`src/rtl/imem_arbiter_if.sv`:
```
// Bus bundle between the fetch port, the debug/loader port, the halt control
// and the single-ported instruction memory.
interface imem_arbiter_if #(
    parameter int ADDR_W = 12
);
    logic              f_req;
    logic [31:0]       f_addr;
    logic              f_gnt;
    logic              f_rvalid;
    logic [31:0]       f_rdata;
    logic              f_err;

    logic              d_req;
    logic              d_we;
    logic [31:0]       d_addr;
    logic [31:0]       d_wdata;
    logic              d_gnt;
    logic              d_rvalid;
    logic [31:0]       d_rdata;
    logic              d_err;

    logic              halt;
    logic              halted;

    logic [ADDR_W-1:0] mem_addr;
    logic              mem_we;
    logic [31:0]       mem_wdata;
    logic [31:0]       mem_rdata;

    modport slave (
        input  f_req, f_addr, d_req, d_we, d_addr, d_wdata, halt, mem_rdata,
        output f_gnt, f_rvalid, f_rdata, f_err,
        output d_gnt, d_rvalid, d_rdata, d_err,
        output halted, mem_addr, mem_we, mem_wdata
    );

    modport master (
        output f_req, f_addr, d_req, d_we, d_addr, d_wdata, halt, mem_rdata,
        input  f_gnt, f_rvalid, f_rdata, f_err,
        input  d_gnt, d_rvalid, d_rdata, d_err,
        input  halted, mem_addr, mem_we, mem_wdata
    );
endinterface

```
`src/rtl/imem_arbiter.sv`:
```
// Two-port arbiter in front of the instruction memory: fetch has priority,
// debug is guaranteed service after MAX_WAIT refused cycles.
//   state  | meaning
//   RUN    | fetch and debug both eligible, starve counter active
//   HALTED | fetch blocked, debug granted whenever it requests
module imem_arbiter #(
    parameter int ADDR_W   = 12,
    parameter int MAX_WAIT = 4
) (
    input  logic         clk,
    input  logic         rst_n,
    imem_arbiter_if.slave bus
);
    localparam int CNT_W = (MAX_WAIT < 1) ? 1 : $clog2(MAX_WAIT + 1);
    localparam logic [CNT_W-1:0] STARVE_MAX = CNT_W'(MAX_WAIT);

    typedef enum logic {
        RUN    = 1'b0,
        HALTED = 1'b1
    } state_t;

    state_t            state;
    state_t            state_nxt;
    logic [CNT_W-1:0]  starve;
    logic [CNT_W-1:0]  starve_nxt;
    logic              force_dbg;
    logic              f_gnt;
    logic              d_gnt;
    logic              f_legal;
    logic              d_legal;
    logic              acc_f;
    logic              acc_d;
    logic [ADDR_W-1:0] mem_addr;
    logic [ADDR_W-1:0] mem_addr_q;

    logic              f_rvalid_q;
    logic              f_err_q;
    logic [31:0]       f_rdata_q;
    logic              d_rvalid_q;
    logic              d_err_q;
    logic [31:0]       d_rdata_q;

    // Word aligned and inside the memory window.
    function automatic logic addr_legal(input logic [31:0] a);
        return (a[1:0] == 2'b00) && ((a >> (ADDR_W + 2)) == 32'd0);
    endfunction

    assign force_dbg = (starve == STARVE_MAX);

    always_comb begin
        state_nxt  = state;
        starve_nxt = '0;
        f_gnt      = 1'b0;
        d_gnt      = 1'b0;
        case (state)
            RUN: begin
                if (bus.halt) begin
                    state_nxt = HALTED;
                end
                if (bus.f_req && !(bus.d_req && force_dbg)) begin
                    f_gnt = 1'b1;
                end else if (bus.d_req) begin
                    d_gnt = 1'b1;
                end
                if (bus.d_req && !d_gnt) begin
                    starve_nxt = force_dbg ? starve : starve + CNT_W'(1);
                end
            end
            HALTED: begin
                if (!bus.halt) begin
                    state_nxt = RUN;
                end
                d_gnt = bus.d_req;
            end
            default: begin
                state_nxt = RUN;
            end
        endcase
        // Grants must vanish the moment reset asserts, without waiting for a clock.
        if (!rst_n) begin
            f_gnt = 1'b0;
            d_gnt = 1'b0;
        end
    end

    assign f_legal = addr_legal(bus.f_addr);
    assign d_legal = addr_legal(bus.d_addr);
    assign acc_f   = f_gnt && f_legal;
    assign acc_d   = d_gnt && d_legal;

    always_comb begin
        mem_addr = mem_addr_q;
        if (acc_f) begin
            mem_addr = bus.f_addr[ADDR_W+1:2];
        end else if (acc_d) begin
            mem_addr = bus.d_addr[ADDR_W+1:2];
        end
    end

    always_ff @(posedge clk or negedge rst_n) begin
        if (!rst_n) begin
            state      <= RUN;
            starve     <= '0;
            mem_addr_q <= '0;
            f_rvalid_q <= 1'b0;
            f_err_q    <= 1'b0;
            f_rdata_q  <= '0;
            d_rvalid_q <= 1'b0;
            d_err_q    <= 1'b0;
            d_rdata_q  <= '0;
        end else begin
            state      <= state_nxt;
            starve     <= starve_nxt;
            mem_addr_q <= mem_addr;
            f_rvalid_q <= f_gnt;
            f_err_q    <= f_gnt && !f_legal;
            f_rdata_q  <= acc_f ? bus.mem_rdata : 32'd0;
            d_rvalid_q <= d_gnt;
            d_err_q    <= d_gnt && !d_legal;
            d_rdata_q  <= (acc_d && !bus.d_we) ? bus.mem_rdata : 32'd0;
        end
    end

    assign bus.f_gnt     = f_gnt;
    assign bus.d_gnt     = d_gnt;
    assign bus.f_rvalid  = f_rvalid_q;
    assign bus.f_err     = f_err_q;
    assign bus.f_rdata   = f_rdata_q;
    assign bus.d_rvalid  = d_rvalid_q;
    assign bus.d_err     = d_err_q;
    assign bus.d_rdata   = d_rdata_q;
    assign bus.halted    = (state == HALTED);
    assign bus.mem_addr  = mem_addr;
    assign bus.mem_we    = acc_d && bus.d_we;
    assign bus.mem_wdata = bus.d_wdata;
endmodule

```
`src/flat_wrapper.sv`:
```
// flat-port wrapper written by rule: the top's interface ports become plain ports
module imem_arbiter_flat 
#(
    parameter int ADDR_W   = 12,
    parameter int MAX_WAIT = 4
)
  (clk, rst_n, bus_f_req, bus_f_addr, bus_d_req, bus_d_we, bus_d_addr, bus_d_wdata, bus_halt, bus_mem_rdata, bus_f_gnt, bus_f_rvalid, bus_f_rdata, bus_f_err, bus_d_gnt, bus_d_rvalid, bus_d_rdata, bus_d_err, bus_halted, bus_mem_addr, bus_mem_we, bus_mem_wdata);
  imem_arbiter_if #(.ADDR_W(ADDR_W)) bus_i ();
  input  logic clk;
  input  logic rst_n;
  input wire logic [$bits(bus_i.f_req)-1:0] bus_f_req;
  input wire logic [$bits(bus_i.f_addr)-1:0] bus_f_addr;
  input wire logic [$bits(bus_i.d_req)-1:0] bus_d_req;
  input wire logic [$bits(bus_i.d_we)-1:0] bus_d_we;
  input wire logic [$bits(bus_i.d_addr)-1:0] bus_d_addr;
  input wire logic [$bits(bus_i.d_wdata)-1:0] bus_d_wdata;
  input wire logic [$bits(bus_i.halt)-1:0] bus_halt;
  input wire logic [$bits(bus_i.mem_rdata)-1:0] bus_mem_rdata;
  output wire logic [$bits(bus_i.f_gnt)-1:0] bus_f_gnt;
  output wire logic [$bits(bus_i.f_rvalid)-1:0] bus_f_rvalid;
  output wire logic [$bits(bus_i.f_rdata)-1:0] bus_f_rdata;
  output wire logic [$bits(bus_i.f_err)-1:0] bus_f_err;
  output wire logic [$bits(bus_i.d_gnt)-1:0] bus_d_gnt;
  output wire logic [$bits(bus_i.d_rvalid)-1:0] bus_d_rvalid;
  output wire logic [$bits(bus_i.d_rdata)-1:0] bus_d_rdata;
  output wire logic [$bits(bus_i.d_err)-1:0] bus_d_err;
  output wire logic [$bits(bus_i.halted)-1:0] bus_halted;
  output wire logic [$bits(bus_i.mem_addr)-1:0] bus_mem_addr;
  output wire logic [$bits(bus_i.mem_we)-1:0] bus_mem_we;
  output wire logic [$bits(bus_i.mem_wdata)-1:0] bus_mem_wdata;
  assign bus_i.f_req = bus_f_req;
  assign bus_i.f_addr = bus_f_addr;
  assign bus_i.d_req = bus_d_req;
  assign bus_i.d_we = bus_d_we;
  assign bus_i.d_addr = bus_d_addr;
  assign bus_i.d_wdata = bus_d_wdata;
  assign bus_i.halt = bus_halt;
  assign bus_i.mem_rdata = bus_mem_rdata;
  assign bus_f_gnt = bus_i.f_gnt;
  assign bus_f_rvalid = bus_i.f_rvalid;
  assign bus_f_rdata = bus_i.f_rdata;
  assign bus_f_err = bus_i.f_err;
  assign bus_d_gnt = bus_i.d_gnt;
  assign bus_d_rvalid = bus_i.d_rvalid;
  assign bus_d_rdata = bus_i.d_rdata;
  assign bus_d_err = bus_i.d_err;
  assign bus_halted = bus_i.halted;
  assign bus_mem_addr = bus_i.mem_addr;
  assign bus_mem_we = bus_i.mem_we;
  assign bus_mem_wdata = bus_i.mem_wdata;
  imem_arbiter #(.ADDR_W(ADDR_W), .MAX_WAIT(MAX_WAIT)) u_core (.clk(clk), .rst_n(rst_n), .bus(bus_i));
endmodule
```
`config.mk`:
```
export PLATFORM = sky130hd
export DESIGN_NAME = imem_arbiter_flat
export DESIGN_NICKNAME = d
export VERILOG_FILES = /design/src/rtl/imem_arbiter_if.sv /design/src/rtl/imem_arbiter.sv /design/src/flat_wrapper.sv
export SDC_FILE = /design/constraint.sdc
export NUM_CORES = 1
export LEC_CHECK = 0
export CAP_MARGIN = 20
export CELL_PAD_IN_SITES_DETAIL_PLACEMENT = 2
export CELL_PAD_IN_SITES_GLOBAL_PLACEMENT = 2
export CORE_AREA = 2 2 101 103
export CTS_CLUSTER_SIZE = 24
export DETAILED_ROUTE_END_ITERATION = 10
export DIE_AREA = 0 0 103 105
export DONT_BUFFER_PORTS = 1
export PLACE_DENSITY_LB_ADDON = 0.1
export SYNTH_ARGS = -nofsm -noshare
export SYNTH_HDL_FRONTEND = slang
export SYNTH_SLANG_ARGS = --single-unit
```
`constraint.sdc`:
```
create_clock -name clk -period 3.02 [get_ports clk]
set_input_delay 0.604 -clock clk [delete_from_list [all_inputs] [get_ports clk]]
set_output_delay 0.604 -clock clk [all_outputs]
set_load 0.05 [all_outputs]
```
After elaboration in Yosys (flattened, before gate mapping)
Cells that the tools add are included.

storage, ports and cells
  ROM bits = 0
  bits in latches = 0
  output and inout port bits = 116
  memories kept = 0
  bits in writable memories = 0
  bits in registers = 84
  input bits = 134

cells by class
  muxes and demuxes = 16
  shift-type cells = 0
  multipliers = 0
  divide/modulo/power cells = 0
  eq/ne operators = 2
  bitwise logic cells = 1
  reductions and logical operators = 20
  $add $sub $neg = 1
  $lt $le $gt $ge = 0

operator list
  kind                                                   number
  logical NOT 32 bit                                     2
  2-to-1 mux 32 bit                                      2
  2-to-1 mux 12 bit                                      2
  logical AND 1 bit                                      11
  2-to-1 mux 3 bit                                       3
  2-to-1 mux 1 bit                                       8
  logical NOT 1 bit                                      5
  logical NOT 2 bit                                      2
  adder 3 x 1 -> 3 bit, second input constant            1
  equality test 3 bit, second input constant             1
  inequality test 3 x 2 -> 1 bit, second input constant  1
  one-hot mux 1 bit (2 select lines)                     1
  inverter 1 bit                                         1

Logic depth before layout (Yosys ltp)
Gate-level depths: netlist (run 1).

  depth in word-level cells = 11
  gate-level depth with buffers = 9

Least setup slack after synthesis (run 1)
No wires, ideal clock.

  path kind = in2out
  start point = input bus_d_addr[17]
  end point = output bus_mem_addr[10]
  data required time = 2.416 ns
  arrival time = 2.689 ns
  path slack = -0.273 ns
  cell stages on the path = 5
  cells stage by stage = or4_4 nor4_2 buf_6 mux2i_1 a21oi_1

on the way
  longest elaborated chain between the ends = 5

ends and longest elaborated chain
  element             RTL line            text
  from (decl)         flat_wrapper.sv:15  input wire logic [$bits(bus_i.d_addr)-1:0] bus_d_addr;
  logical NOT 32 bit  imem_arbiter.sv:45  return (a[1:0] == 2'b00) && ((a >> (ADDR_W + 2)) == 32'd0);
  logical AND 1 bit   imem_arbiter.sv:45
  logical AND 1 bit   imem_arbiter.sv:89  assign acc_d = d_gnt && d_legal;
  2-to-1 mux 12 bit   imem_arbiter.sv:95  end else if (acc_d) begin
  2-to-1 mux 12 bit   imem_arbiter.sv:93  if (acc_f) begin
  to (decl)           flat_wrapper.sv:28  output wire logic [$bits(bus_i.mem_addr)-1:0] bus_mem_addr;

Every way passes these cells.

Worst setup path after layout (run 1)
  start point = register u_core.starve[0]
  end point = output bus_mem_addr[2]

on the way
  longest elaborated chain between the ends = 11
  elaborated cells between the ends (all ways) = 15

ends and longest elaborated chain
  element                             RTL line             text
  from (decl)                         imem_arbiter.sv:24   logic [CNT_W-1:0] starve;
  from (signal assigned)              imem_arbiter.sv:113  starve <= starve_nxt;
  equality test 3 bit (*)             imem_arbiter.sv:48   assign force_dbg = (starve == STARVE_MAX);
  logical AND 1 bit (*)               imem_arbiter.sv:60   if (bus.f_req && !(bus.d_req && force_dbg)) begin
  logical NOT 1 bit (*)               imem_arbiter.sv:60
  logical AND 1 bit (*)               imem_arbiter.sv:60
  2-to-1 mux 1 bit                    imem_arbiter.sv:60
  2-to-1 mux 1 bit                    imem_arbiter.sv:55   case (state)
  one-hot mux 1 bit (2 select lines)  imem_arbiter.sv:55
  2-to-1 mux 1 bit                    imem_arbiter.sv:80   if (!rst_n) begin
  logical AND 1 bit                   imem_arbiter.sv:89
  2-to-1 mux 12 bit                   imem_arbiter.sv:95
  2-to-1 mux 12 bit (*)               imem_arbiter.sv:93

Mark *: on every way between the ends. The rest lies on a longest branch, timed or not. The select of a mux whose other input is x is not followed.

==> run metrics, run 1 <==
final hold slack=0.162 ns; Inst Count DP=385; startpoint types=register; Layout Utilization=42.7%; Worst Setup Slack, final=0.105 ns; Slew HR=67.3%; share of layout cells above drive strength 1=30.3%; first-pass GRT wire length=13,300 µm; class of the worst hold path=in2async; DR iter-0 viols=66; commonest cells after routing, fill and taps aside=84 x dfrtp_1, 64 x and2_1, 14 x buf_12; maximum fanout along the worst path=6; Non-Filler Instances=404; vias=2,019; register area=2100 µm²; Net Sw Power=0.473 mW; CP top delay family=buffers and inverters; # H-tree levels=3; worst path bufs/invs=4; drt wl/cell=22.3 µm; drt total wl=9010 µm; skew final=0.0116 ns; Fill cells=972; Int Pwr=1.74 mW; worst-path cell chain=inv_1, ha_1, and2_4, o311ai_4, nor4_4, buf_4, clkbuf_16, mux2i_4, a21oi_4, buf_12; Inserted Diodes=0; Seq/Total Area, Yosys=63.2%; Initial Util=34.5%; Slew Viols, Final=0; antenna-violating nets left=0; die area=10,800 µm²; Flop pwr share=51.4%; Detail Placement HPWL=6410 µm; clock network fraction of total power=46.0%; commonest non-fill, non-tap cell in the layout=dfrtp_1; GP Congestion=0.755; post-route minimum period=2.92 ns; P_leak=1.86 nW; crit path kind=reg2out; Yosys warning count=0; Pre-antenna DRT Iters=4; Final Hold Fails=0; pwr dens=538 nW/µm²; Max VDD drop=0.230 mV; Fin Setup TNS=0 ns; I/O pin cnt=250; Skew-Pair Late Insertion Delay=0.35 ns; multi-input logic area=1130 µm²; worst-margin pin slew=0.490 ns; synthesized flop and latch total=84; worst slack, placed=0.190 ns; critical path arrival=2.31 ns; largest net degree at the start of global routing=85; final number of setup-violating endpoints=0; Die H=105 µm; root buf cell=clkbuf_8; outcome=completed; fin crit share=96.5%; Switching Share=21.4%; Vias/cell=5.00; P&R area growth vs syn=23.7%; Sink Count=84; CP max stage cell=dfrtp_1; number of cell rows=36; # DRC=0; clk slew on worst S/H paths=0.09 ns; Core Area=9640 µm²; grt ovf=0; Worst Setup End Kind=primary output; I/O Buffers=0; GRT Resource Usage Total=16.8%; clock tree buffer depth=2; fmax=343 MHz; Avg Cell Area, Syn=12.3 µm²; Netlist cell types=21; largest stage delay on the critical path=0.35 ns; area of the mapped netlist=3330 µm²; RSZ-0062 raised after global routing=true; number of global-route vias before repair=2,305; cells after synthesis=270; Die Width=103 µm; CTS tree=yes; maxcap violations=0; Logic pwr share=2.6%; final net count=402; Worst Path Required=2.42 ns; syn_nets=406; initial antenna violation count=0; number of buffers created by CTS=9
==> logic make-up (layout without fill, tap and decap cells) <==
| group | after synthesis | in the layout | synth area share, % |
|---|---|---|---|
| simple gates | 108 | 108 | 20.0 |
| buf+inv | 50 | 51 | 10.2 |
| fa+ha+maj | 2 | 2 | 0.752 |
| mux | 13 | 13 | 3.91 |
| compound gates | 13 | 13 | 2.07 |
| flops | 84 | 84 | 63.2 |
==> stage by stage <==
step	power [mW]	instance area (µm²)
after floorplan	1.29	3370
after global placement	1.19	3610
after detailed placement	1.19	3610
after CTS	2.25	3890
after global routing	2.30	4120
final	2.21	4120
==> worst paths after layout <==
kind                                                    from                                to  slack (ns)  depth (start not counted)
max in group asynchronous                              rst_n  u_core.bus.d_rdata[13]$_DFF_PN0_        2.53                          1
worst min register to register  u_core.starve[0]$_DFFE_PN0P_      u_core.starve[0]$_DFFE_PN0P_        0.53                          2
worst min-delay path                                   rst_n      u_core.starve[1]$_DFFE_PN0P_        0.16                          1
min in group clk                                    bus_halt       u_core.bus.halted$_DFF_PN0_        0.28                          0
worst max register to register  u_core.starve[1]$_DFFE_PN0P_  u_core.bus.d_rdata[11]$_DFF_PN0_        0.79                          9
worst max-delay path            u_core.starve[0]$_DFFE_PN0P_                   bus_mem_addr[2]        0.10                         10
==> layer usage <==
layer | up-vias | share of wire (%) | track usage [%] | wire, µm
li1 | 844 | - | - | -
met2 | 128 | 53 | 28.8 | 4780
met3 | 25 | 9.6 | 6.89 | 868
met1 | 1022 | 35 | 17.8 | 3140
met5 | - | 0 | 0 | 0
met4 | 0 | 2.5 | 7.05 | 228
==> synth_stat cells <==
master / n / share of area (%)
mux2i_1: 13 / 3.9
ha_1: 2 / 0.75
nor4_2: 1 / 0.38
clkbuf_1: 8 / 0.90
nor4_1: 20 / 3.8
buf_6: 4 / 1.4
and2_1: 65 / 12
buf_4: 32 / 7.2
or4_4: 2 / 0.68
o311ai_0: 1 / 0.26
or4_1: 1 / 0.23
dfrtp_1: 84 / 63
nor3_1: 3 / 0.45
a21oi_1: 12 / 1.8
nor3b_1: 1 / 0.23
nor2_1: 7 / 0.79
inv_1: 6 / 0.68
nand2_1: 5 / 0.56
nor2_4: 1 / 0.34
nand3_1: 1 / 0.15
nand4_1: 1 / 0.19
==> state kept, by name, summed over array words and instances (netlist names) <==
signal / count
u_core.starve: 3
u_core.bus.f_rvalid: 1
u_core.bus.d_err: 1
u_core.bus.d_rdata: 32
u_core.bus.f_err: 1
u_core.bus.d_rvalid: 1
u_core.mem_addr_q: 12
u_core.bus.f_rdata: 32
u_core.bus.halted: 1
==> area by class of cell <==
| type | count | area share, % |
|---|---|---|
| timing repair buffer | 29 | 10.6 |
| clock inverter | 5 | 2.58 |
| sequential | 84 | 51.0 |
| clock buffer | 11 | 3.68 |
| inverter | 6 | 0.547 |
| tap | 133 | 4.04 |
| multi-input combinational | 136 | 27.5 |
==> repair_timing <==
item / in CTS / in global routing
pin swaps: 0 / 3
gates resized for setup: 1 / 32
hold buffers: 1 / 0
setup endpoints to repair: 13 / 13
buffers inserted: 0 / 1
endpoints found under the hold margin: 84 / 0
cloned: 0 / 1
==> power groups by stage <==
stage                     registers, mW  clock network [mW]  logic, mW
after global placement             1.16                   0     0.0295
after floorplan                    1.16                   0      0.132
after CTS                          1.14                1.06     0.0571
after global routing               1.14                1.10     0.0663
after detailed placement           1.16                   0     0.0296
final                              1.14                1.02     0.0584
Power figures use the tool's default switching activity.
==> run 2: changes to the inputs <==
--- a/config.mk
+++ b/config.mk
@@ -8,10 +8,10 @@
 export CAP_MARGIN = 20
 export CELL_PAD_IN_SITES_DETAIL_PLACEMENT = 2
 export CELL_PAD_IN_SITES_GLOBAL_PLACEMENT = 2
-export CORE_AREA = 2 2 101 103
+export CORE_AREA = 2 2 109 111
 export CTS_CLUSTER_SIZE = 24
 export DETAILED_ROUTE_END_ITERATION = 10
-export DIE_AREA = 0 0 103 105
+export DIE_AREA = 0 0 111 113
 export DONT_BUFFER_PORTS = 1
 export PLACE_DENSITY_LB_ADDON = 0.1
 export SYNTH_ARGS = -nofsm -noshare
==> run 2 against run 1 <==
Fmax down 1.2%. Power is 8.8% higher. Clock power grew 19%. Critical path depth down 1. Sequential power is essentially flat. Sequential share of layout area increased by 1.9 points. Non-clock buffer count down 9. First-iteration DRC count rose by 26%. Via count down 2.6%.
==> run metrics, run 2 (synthesis results as in run 1) <==
clk slew on worst S/H paths=0.06 ns; startpoint types=register; drt wl/cell=22.7 µm; P&R area growth vs syn=19.3%; Flop pwr share=47.3%; critical path arrival=2.35 ns; R2R setup slack=0.86 ns; vias=1,966; grt ovf=0; fin area=3970 µm²; DP Area=3370 µm²; Int Pwr=1.92 mW; multi-input logic area=1140 µm²; Worst Setup End Kind=primary output; root buf cell=clkbuf_16; # H-tree levels=3; largest net degree at the start of global routing=85; fin crit share=97.7%; P_leak=1.79 nW; I/O pin cnt=250; final net count=393; initial antenna violation count=3; Core Area=11,300 µm²; Detail Placement HPWL=6500 µm; number of global-route vias before repair=2,279; Sink Count=84; Max VDD drop=0.199 mV; Fill cells=1,158; GP Congestion=0.709; GRT Resource Usage Total=15.0%; crit path kind=reg2out; maximum fanout along the worst path=6; commonest cells after routing, fill and taps aside=84 x dfrtp_1, 64 x and2_1, 17 x buf_4; Logic pwr share=2.4%; fmax=339 MHz; worst setup path startpoint=u_core.starve[1]$_DFFE_PN0P_; Final Hold Fails=0; Die H=113 µm; # DRC=0; Reg2Reg Launch Point=u_core.starve[1]$_DFFE_PN0P_; Worst Path Required=2.42 ns; outcome=completed; die area=12,500 µm²; skew final=0.00953 ns; Fin Setup TNS=0 ns; Die Width=111 µm; Setup crit end=bus_mem_addr[6]; pwr dens=607 nW/µm²; I/O Buffers=0; share of layout cells above drive strength 1=26.0%; Skew-Pair Late Insertion Delay=0.33 ns; Vias/cell=4.81; number of buffers created by CTS=9; RSZ-0062 raised after global routing=true; post-route minimum period=2.95 ns; register area=2100 µm²; clock tree buffer depth=2; Slew Viols, Final=0; final number of setup-violating endpoints=0; first-pass GRT wire length=13,900 µm; Initial Util=29.5%; class of the worst hold path=in2async; CTS tree=yes; Worst R2R End=u_core.mem_addr_q[6]$_DFF_PN0_; clock network fraction of total power=50.3%; worst-margin pin slew=0.536 ns; commonest non-fill, non-tap cell in the layout=dfrtp_1; Net Sw Power=0.492 mW; number of cell rows=39; drt total wl=9290 µm; reg2reg path depth=9; Pre-antenna DRT Iters=4; Switching Share=20.4%; antenna-violating nets left=0; maxcap violations=0; DR iter-0 viols=83; Slew HR=64.3%
==> run 2: cell types whose count changed in the layout (fill, tap and decap cells not counted), moves of 8 or more <==
cell,delta
a21oi_2,-8
a21oi_4,+8
buf_12,-13
clkbuf_16,+8
clkbuf_8,-9
==> run 2: worst min path at each step <==
| stage | slack, ns | cells past startpoint | end | start |
|---|---|---|---|---|
| finish | 0.18 | 1 | u_core.bus.d_rdata[22]$_DFF_PN0_ | rst_n |
| global route | 0.21 | 1 | u_core.bus.d_rdata[21]$_DFF_PN0_ | rst_n |
| CTS | 0.20 | 1 | u_core.bus.d_rdata[27]$_DFF_PN0_ | rst_n |
| detailed placement | 0.31 | 0 | u_core.bus.f_rdata[14]$_DFF_PN0_ | rst_n |
| global placement | 0.31 | 0 | u_core.bus.d_rdata[14]$_DFF_PN0_ | rst_n |
| floorplan | 0.31 | 0 | u_core.bus.d_err$_DFF_PN0_ | rst_n |
==> run 2: power groups by stage <==
stage | combinational (mW) | sequential [mW] | clock, mW
6_report | 0.0577 | 1.14 | 1.21
5_1_grt | 0.0650 | 1.14 | 1.29
3_3_place_gp | 0.0272 | 1.16 | 0
3_5_place_dp | 0.0277 | 1.16 | 0
2_1_floorplan | 0.132 | 1.16 | 0
4_1_cts | 0.0585 | 1.14 | 1.25
==> run 2: metrics by stage <==
step	hold slack (ns)	total power [mW]	std cells	setup slack, ns	util [%]
after global routing	0.212	2.50	407	-0.0286	35.2
after CTS	0.198	2.45	404	-0.0218	34.9
after detailed placement	0.310	1.19	383	0.0295	29.9
after floorplan	0.308	1.29	270	0.00376	-
final	0.177	2.41	409	0.0697	35.2
after global placement	0.310	1.19	383	0.0434	29.9
==> run 2: per-layer routing <==
metal | GRT usage (%) | part of all wire (%)
met1 | 15.4 | 34
met2 | 25.9 | 52
met3 | 6.59 | 11
met4 | 7.83 | 3.1
met5 | 0 | 0
==> run 2: critical path: stages (launching register included) <==
cell	delay [ns]
dfrtp_1	0.34
inv_1	0.05
ha_2	0.18
and2_4	0.15
o311ai_4	0.35
nor4_4	0.09
buf_4	0.16
buf_12	0.14
mux2i_4	0.19
a21oi_4	0.37
==> run 2: area by class of cell <==
cell class	instances	area share, %
flip-flops and latches	84	52.9
multi-input cells	136	28.7
clock buffers	13	6.56
repair buffers	20	4.70
well taps	143	4.51
clock inverters	3	1.73
inverters	6	0.567
diodes	4	0.252
==> run 2: what timing repair did <==
action                                  4_1_cts  5_1_grt
hold endpoints to repair                     84        0
pin swaps                                     5        8
endpoints found under the setup margin       12       12
buffers inserted                              4        2
gates resized for setup                      27        7
hold buffers                                  1        0
cloned                                        1        0
==> run 3: changes to the inputs <==
--- a/config.mk
+++ b/config.mk
@@ -13,7 +13,7 @@
 export DETAILED_ROUTE_END_ITERATION = 10
 export DIE_AREA = 0 0 111 113
 export DONT_BUFFER_PORTS = 1
-export PLACE_DENSITY_LB_ADDON = 0.1
+export PLACE_DENSITY_LB_ADDON = 0.25
 export SYNTH_ARGS = -nofsm -noshare
 export SYNTH_HDL_FRONTEND = slang
 export SYNTH_SLANG_ARGS = --single-unit
==> run 3 against run 2 <==
Setup slack improved by 0.010 ns. Critical path type unchanged. Flip-flop and latch count did not move. Largest power group unchanged. Largest cell class unchanged. Utilization rose by 0.30 points. Register-to-register slack got worse by 0.14 ns. Design area rose by 0.85%. Final cell count fell by 0.98%. Clock power rose by 8%. Routed wire length fell by 0.81%. Sequential power barely moved. Non-clock buffer count did not move. Critical endpoint is now bus_mem_addr[1].
==> run metrics, run 3 (synthesis results as in run 1) <==
critical path arrival=2.34 ns; Flop pwr share=45.5%; Logic pwr share=2.3%; met2 usage=25.6%; P&R area growth vs syn=20.3%; Pre-antenna DRT Iters=3; root buf cell=clkbuf_16; Sink Count=84; number of cell rows=39; Final Hold Fails=0; R2R setup slack=0.72 ns; drt wl/cell=22.8 µm; Switching Share=20.1%; DP Area=3370 µm²; I/O Buffers=0; Fill cells=1,157; commonest non-fill, non-tap cell in the layout=dfrtp_1; GP Congestion=0.749; maxcap violations=0; Core Area=11,300 µm²; initial antenna violation count=0; Non-Filler Instances=405; # DRC=0; skew final=0.00576 ns; CTS tree=yes; Vias/cell=4.85; DR iter-0 viols=80; maximum fanout along the worst path=6; crit path kind=reg2out; RSZ-0062 raised after global routing=true; largest net degree at the start of global routing=85; drt total wl=9210 µm; Inserted Diodes=0; Worst Setup Slack, final=0.0799 ns; Initial Util=29.5%; number of global-route vias before repair=2,310; grt ovf=0; GR peak layer=met2; Inst Count DP=381; Int Pwr=2.00 mW; GRT Resource Usage Total=15.0%; Die H=113 µm; class of the worst hold path=in2async; P_leak=1.81 nW; Net Sw Power=0.502 mW; fmax=340 MHz; commonest cells after routing, fill and taps aside=84 x dfrtp_1, 64 x and2_1, 19 x nor4_1; # H-tree levels=3; post-route minimum period=2.94 ns; Die Width=111 µm; final hold slack=0.171 ns; clk slew on worst S/H paths=0.07 ns; worst-margin pin slew=0.562 ns; Skew-Pair Late Insertion Delay=0.33 ns; Slew HR=62.2%; vias=1,965; Worst Setup End Kind=primary output; final number of setup-violating endpoints=0; worst slack, placed=0.0648 ns; met3 Usage GRT=8.19%; Worst Path Required=2.42 ns; startpoint types=register; Max VDD drop=0.253 mV; Slew Viols, Final=0; Detail Placement HPWL=6420 µm; antenna-violating nets left=0; Fin Setup TNS=0 ns; number of buffers created by CTS=9; clock tree buffer depth=2; die area=12,500 µm²; pwr dens=625 nW/µm²; M1 GR Usage=15.4%; final net count=393; first-pass GRT wire length=13,900 µm; I/O pin cnt=250; fin crit share=97.4%; share of layout cells above drive strength 1=26.3%; outcome=completed; clock network fraction of total power=52.2%; fin area=4000 µm²
## run 3: cell types whose count changed in the layout (fill, tap and decap cells not counted), sizes merged
cell      change
clkbuf        -1
bufinv        +1
buf           -1
clkinvlp      +1
diode         -4
inv           +1
clkinv        -1
## run 3: worst max-delay path, cell delays in order, from the launching register on
cell and delay [ns]:
dfrtp_1 0.38, inv_1 0.06, ha_2 0.17, and2_4 0.17, o311ai_4 0.10, nor4_4 0.31, buf_4 0.18, clkbuf_16 0.16
mux2i_2 0.09, a21oi_4 0.38
## run 3: timing repair
action / CTS / global route
gates resized for setup: 30 / 3
hold endpoints to repair: 84 / 0
hold buffers: 1 / 0
buffers inserted: 4 / 3
cloned: 1 / 0
pin swaps: 13 / 4
setup endpoints to repair: 12 / 13
## run 3: power by group through the flow
stage               Combinational [mW]  Clock, mW  Sequential (mW)
CTS                             0.0580       1.35             1.14
finish                          0.0567       1.31             1.14
global placement                0.0274          0             1.16
detailed placement              0.0279          0             1.16
global route                    0.0643       1.39             1.14
floorplan                        0.132          0             1.16
## run 3: worst paths after layout
kind	from	endpoint	depth (start not counted)
setup reg to reg	u_core.starve[1]$_DFFE_PN0P_	u_core.bus.d_rdata[29]$_DFF_PN0_	9
max in group asynchronous	rst_n	u_core.mem_addr_q[5]$_DFF_PN0_	1
hold reg to reg	u_core.starve[0]$_DFFE_PN0P_	u_core.starve[0]$_DFFE_PN0P_	2
setup / recovery	u_core.starve[1]$_DFFE_PN0P_	bus_mem_addr[1]	9
min in group clk	bus_halt	u_core.bus.halted$_DFF_PN0_	0
hold / removal	rst_n	u_core.bus.d_rdata[3]$_DFF_PN0_	1
## run 3: layer usage
layer | share of wire (%) | routed length [µm]
met1 | 34 | 3160
met2 | 52 | 4800
met3 | 12 | 1140
met4 | 1.2 | 112
met5 | 0 | 0
## run 3: metrics by stage
step	util (%)	power [mW]
after floorplan	-	1.29
after global routing	35.5	2.60
after global placement	29.9	1.19
after CTS	35.3	2.55
final	35.5	2.50
after detailed placement	29.9	1.19
## run 3: final cells by class
class / instances / area [µm²] / area share (%)
Sequential cell: 84 / 2100 / 52.5
Multi-Input combinational cell: 136 / 1130 / 28.2
Clock buffer: 11 / 253 / 6.31
Timing Repair Buffer: 20 / 213 / 5.31
Tap cell: 143 / 179 / 4.47
Clock inverter: 5 / 106 / 2.66
Inverter: 6 / 22.5 / 0.563
